## src/rtl/cpu_trace_monitor.sv

```systemverilog
// Capture block for CPU evaluator output streams: per-channel FIFOs merged
// round-robin onto one ready/valid trace port, with drain-on-halt, counters and watchdog.
module cpu_trace_monitor #(
   parameter int unsigned DATA_W   = 64,
   parameter int unsigned CHANNELS = 2,
   parameter int unsigned DEPTH    = 16,
   parameter int unsigned TIMEOUT  = 1000000,
   localparam int unsigned CW      = (CHANNELS > 1) ? $clog2(CHANNELS) : 1
) (
   input  logic                         clk,
   input  logic                         reset,
   input  logic                         halt,
   input  logic [CHANNELS-1:0]          in_valid,
   input  logic [CHANNELS*DATA_W-1:0]   in_data,
   output logic                         trace_valid,
   input  logic                         trace_ready,
   output logic [CW-1:0]                trace_chan,
   output logic [DATA_W-1:0]            trace_data,
   output logic                         trace_idle,
   output logic [31:0]                  cycle_count,
   output logic [15:0]                  drop_count,
   output logic                         overflow,
   output logic                         done,
   output logic                         timeout
);

   localparam int unsigned AW = $clog2(DEPTH);

   typedef enum logic [1:0] {S_RUN, S_DRAIN, S_DONE, S_TMO} state_t;

   state_t                state_q, state_d;
   logic [DATA_W-1:0]     mem_q [CHANNELS][DEPTH];
   logic [AW:0]           wr_q  [CHANNELS];
   logic [AW:0]           wr_d  [CHANNELS];
   logic [AW:0]           rd_q  [CHANNELS];
   logic [AW:0]           rd_d  [CHANNELS];
   logic [CHANNELS-1:0]   empty, full, push, pop, drop;
   logic                  out_valid_q, out_valid_d;
   logic [DATA_W-1:0]     out_data_q, out_data_d;
   logic [CW-1:0]         out_chan_q, out_chan_d;
   logic [CW-1:0]         rr_q, rr_d;
   logic [31:0]           cnt_q, cnt_d;
   logic [15:0]           drop_q, drop_d;
   logic                  ovf_q, ovf_d;
   logic                  active, load, found;
   logic [CW-1:0]         grant;
   logic [DATA_W-1:0]     head;
   int unsigned           cand;
   logic [3:0]            drop_n;
   logic [16:0]           drop_sum;

   assign active = (state_q == S_RUN) || (state_q == S_DRAIN);
   assign load   = active && (!out_valid_q || trace_ready);

   always_comb begin
      for (int unsigned c = 0; c < CHANNELS; c++) begin
         empty[c] = (wr_q[c] == rd_q[c]);
         full[c]  = (wr_q[c][AW] != rd_q[c][AW]) && (wr_q[c][AW-1:0] == rd_q[c][AW-1:0]);
      end
   end

   // Round-robin search starting one past the last granted channel.
   always_comb begin
      found = 1'b0;
      grant = rr_q;
      head  = '0;
      cand  = 0;
      for (int unsigned k = 1; k <= CHANNELS; k++) begin
         cand = (32'(rr_q) + k) % CHANNELS;
         for (int unsigned c = 0; c < CHANNELS; c++) begin
            if (!found && (c == cand) && !empty[c]) begin
               found = 1'b1;
               grant = CW'(c);
               head  = mem_q[c][rd_q[c][AW-1:0]];
            end
         end
      end
   end

   always_comb begin
      drop_n = '0;
      for (int unsigned c = 0; c < CHANNELS; c++) begin
         pop[c]  = load && found && (32'(grant) == c);
         push[c] = (state_q == S_RUN) && in_valid[c] && (!full[c] || pop[c]);
         drop[c] = (state_q == S_RUN) && in_valid[c] && full[c] && !pop[c];
         wr_d[c] = wr_q[c] + {{AW{1'b0}}, push[c]};
         rd_d[c] = rd_q[c] + {{AW{1'b0}}, pop[c]};
         drop_n  = drop_n + {3'b000, drop[c]};
      end
      drop_sum = {1'b0, drop_q} + {13'd0, drop_n};
      drop_d   = drop_sum[16] ? 16'hFFFF : drop_sum[15:0];
      ovf_d    = ovf_q | (|drop);
      cnt_d    = (active && (cnt_q != '1)) ? cnt_q + 32'd1 : cnt_q;
   end

   always_comb begin
      out_valid_d = out_valid_q;
      out_data_d  = out_data_q;
      out_chan_d  = out_chan_q;
      rr_d        = rr_q;
      if (load) begin
         out_valid_d = found;
         if (found) begin
            out_data_d = head;
            out_chan_d = grant;
            rr_d       = grant;
         end
      end
   end

   // Halt takes priority over the watchdog when both land on the same edge.
   always_comb begin
      state_d = state_q;
      case (state_q)
         S_RUN: begin
            if (halt)
               state_d = S_DRAIN;
            else if ((TIMEOUT != 0) && (cnt_q == 32'(TIMEOUT - 1)))
               state_d = S_TMO;
         end
         S_DRAIN: begin
            if ((&empty) && (!out_valid_q || trace_ready))
               state_d = S_DONE;
         end
         default: state_d = state_q;
      endcase
   end

   always_ff @(posedge clk or negedge reset) begin
      if (!reset) begin
         state_q     <= S_RUN;
         out_valid_q <= 1'b0;
         out_data_q  <= '0;
         out_chan_q  <= '0;
         rr_q        <= CW'(CHANNELS - 1);
         cnt_q       <= '0;
         drop_q      <= '0;
         ovf_q       <= 1'b0;
         for (int unsigned c = 0; c < CHANNELS; c++) begin
            wr_q[c] <= '0;
            rd_q[c] <= '0;
         end
      end else begin
         state_q     <= state_d;
         out_valid_q <= out_valid_d;
         out_data_q  <= out_data_d;
         out_chan_q  <= out_chan_d;
         rr_q        <= rr_d;
         cnt_q       <= cnt_d;
         drop_q      <= drop_d;
         ovf_q       <= ovf_d;
         for (int unsigned c = 0; c < CHANNELS; c++) begin
            wr_q[c] <= wr_d[c];
            rd_q[c] <= rd_d[c];
         end
      end
   end

   always_ff @(posedge clk) begin
      for (int unsigned c = 0; c < CHANNELS; c++) begin
         if (push[c])
            mem_q[c][wr_q[c][AW-1:0]] <= in_data[c*DATA_W +: DATA_W];
      end
   end

   assign trace_valid = out_valid_q;
   assign trace_data  = out_data_q;
   assign trace_chan  = out_chan_q;
   assign trace_idle  = reset && active && !out_valid_q;
   assign cycle_count = cnt_q;
   assign drop_count  = drop_q;
   assign overflow    = ovf_q;
   assign done        = (state_q == S_DONE) || (state_q == S_TMO);
   assign timeout     = (state_q == S_TMO);

endmodule

```

## config.mk

```make
export PLATFORM = sky130hd
export DESIGN_NAME = cpu_trace_monitor
export DESIGN_NICKNAME = d
export VERILOG_FILES = /design/src/rtl/cpu_trace_monitor.sv
export SDC_FILE = /design/constraint.sdc
export NUM_CORES = 2
export LEC_CHECK = 0
export CORE_MARGIN = 3
export CORE_UTILIZATION = 55
export CTS_CLUSTER_SIZE = 14
export DETAILED_ROUTE_END_ITERATION = 16
export GPL_ROUTABILITY_DRIVEN = 0
export PLACE_DENSITY_LB_ADDON = 0.05
export SYNTH_ARGS = -nofsm -noshare
export SYNTH_HDL_FRONTEND = slang
export SYNTH_SLANG_ARGS = --single-unit
export TNS_END_PERCENT = 50
```

## constraint.sdc

```tcl
create_clock -name clk -period 9.3 [get_ports clk]
set_input_delay 1.86 -clock clk [delete_from_list [all_inputs] [get_ports clk]]
set_output_delay 1.86 -clock clk [all_outputs]
set_load 0.01 [all_outputs]
```

==> impl_results.md <==
* GRT Overall Usage at 25.1%
* Crit path time final at 5200 ps
* Maximum VDD drop at 0.284 mV
* First-pass GRT wire length at 288000 um
* IO Pins at 252
* CTS Sinks at 2186
* Post-synthesis mux area share at between 10% and 20%
* Number of global-route vias before repair at 41400
* Top FF cell, synth: edfxtp_1
* Die width at about 400 um
* Share of layout cells above drive strength 1 at about a fifth
* Lkg Pwr at slightly above 30 nW
* Largest net degree at the start of global routing at 126
* Fraction of registers with async set/reset at 6.31%
* Vias/cell at 6.27
* CTS tree: done
* Required @ worst endpoint at 7440 ps
* Maximum clock rate at 192 MHz
* Synth Area in XOR/XNOR at 0.669%
* Port bufs at about 250
* Critical path type: input port to output port
* GRT overflow at 0
* Area fraction in compound gates after synthesis at 4.45%
* Mean Syn Cell Area at 21.0 um^2
* Final Hold Fails at 0
* Clk_lat worst skew at slightly above 800 ps
* Post-synth cell types at 56
* Final setup violation count at 0
* Final ANT Viol Nets at 0
* Min-delay src: overflow
* Detailed-route via count at 41000
* Cell Area, Synth at 83700 um^2
* Final hold slack at around 480 ps
* Count leader, synth: edfxtp_1
* Final Max Slew Viols at 0
* Yosys reg bits at 2186
* Origin of the critical flop-to-flop path: rd_q[6]
* Num CTS Buffers at 215
* Worst Path Arrival at 3340 ps
* Worst setup SP type: input port
* Row count at ~140
* Synthesis-to-finish area growth at 14.7%
* Placed instance count at approximately 6000
* Leading area contributor after synthesis: edfxtp_1
* Top post-synthesis cells by area: edfxtp_1 (73%), mux4_2 (12%), dfrtp_1 (4.1%)
* Ys Warns at 0
* Largest family of logic cells by synthesized area: multiplexers
* Post-DP HPWL at 109000 um
* Non-Filler Instances at 6535
* Clk slew on worst S/H paths at 60 ps
* Initial core utilization at 55.6%
* DIE HEIGHT at 396 um
* Root Driver: clkbuf_16
* Slew @ Worst Pin at 1270 ps
* Starting DRT DRC Count at 3923
* Unrepaired setup endpoints after global routing: no
* CP endpoint kind: output port
* EDFF count, synth at 2048
* Synth Instances at ~4000
* Adder and majority gate portion of the synthesized area at 0.173%
* Router iterations before antenna repair at 5
* Critical Path Source: reset
* Die ar. at between 150000 and 200000 um^2
* Clock skew at 23.8 ps
* Placed cell areas at 88900 um^2
* Worst-path fanout max at 91
* Post-synth top area share at around three quarters
* Wirelength per Cell at 29.7 um
* Clock Tree Buf Depth at 3
* Core area at 150000 um^2
* DRC Markers at 0
* Max Cap Viol at 0
* Cell area after layout at 96000 um^2
* Synth Area in Simple Gates at 2.32%
* Drt total wl at 194000 um
* Nets at 4467
* Status: complete, no violations
* Post-CTS Setup Repair Bufs at 0
* Sequential fraction of the synthesis area at 77.6%
* Syn nets at 4142
* PwrDens at 291 nW/um^2
* CTS hold repair buffers at 0
* H-tree Lvls at 4
* Final period utilization at around 56%
* Slew HR at ~15%
* Initial antenna violation count at 18
* Worst hold path type: flip-flop to flip-flop
* Post-cts sizing count at 0
* Top post-synthesis cells by count: edfxtp_1 (2048), mux4_2 (448), a22oi_1 (192)
==> kinds of logic after synthesis <==
| logic type | Yosys count |
|---|---|
| compound gates | 530 |
| simple gates | 380 |
| mux | 580 |
| flops | 2186 |
| xor+xnor | 64 |
| fa+ha+maj | 11 |
| buf+inv | 246 |
==> cell usage in the layout (no fill, tap or decap), types with 55 or more instances in the layout <==
cell type	synthesis	routed
edfxtp_1	2048	2048
mux4_2	448	448
clkdlybuf4s50_1	0	250
clkbuf_16	0	221
a22oi_1	192	192
dfrtp_1	137	131
mux2i_1	128	128
nand2_1	104	104
buf_4	0	89
nor2_1	82	75
nand2b_1	73	73
a21oi_1	66	66
a21o_1	65	65
a31oi_1	66	65
a32o_1	64	64
o21ai_0	60	60
clkinv_1	0	55
==> per-stage QoR <==
step | setup TNS (ps) | util, % | total power, mW | worst slack (ps)
detailed placement | 0 | 59.1 | 19.6 | 3550
global placement | 0 | 59.1 | 19.5 | 3600
finish | 0 | 63.8 | 27.9 | 4100
CTS | 0 | 63.8 | 28.2 | 4060
floorplan | -112680 | - | 16.6 | -646
global route | 0 | 63.8 | 29.0 | 3980
==> worst max-delay path, cell delays in order <==
cell and delay, ps:
buf_6 550, nor3b_1 260, clkdlybuf4s50_1 560
==> registers in the layout, summed over array words and instances, names as in the netlist <==
register and cells:
state_q 2, overflow 1, cycle_count 32, drop_count 16
wr_q 10, rd_q 10, trace_valid 1, trace_chan 1
mem_q 2048, trace_data 64, rr_q 1
==> area by class of cell <==
cell class,count,area (um^2)
diodes,8,20.0
clock buffers,275,5900
clock inverters,131,1210
fillers,10300,54500
inverters,9,33.8
multi-input cells,1565,18100
flip-flops and latches,2186,65000
well taps,2016,2520
repair buffers,345,3280
==> layer usage <==
metal	share of wire [%]	track usage [%]	vias to the layer above
li1	-	-	17400
met1	43	37.5	21900
met2	48	38.7	1424
met3	6.9	4.69	271
met4	2.5	6.92	8
met5	0.029	0	-
==> final timing paths <==
path	slack [ps]	to	cells past startpoint
worst min register to register	480	overflow	1
worst max-delay path	4100	trace_idle	3
max in group asynchronous	6860	trace_data[43]	2
min in group asynchronous	1080	cycle_count[6]	1
worst max register to register	4190	trace_data[50]	8
worst min-delay path	480	overflow	1
==> report_power, final <==
group / switching (mW) / internal (mW)
Combinational: 4.35 / 3.26
Sequential: 0.548 / 11.1
Clock: 3.60 / 5.07
Total: 8.50 / 19.4
Power figures use the tool's default switching activity.
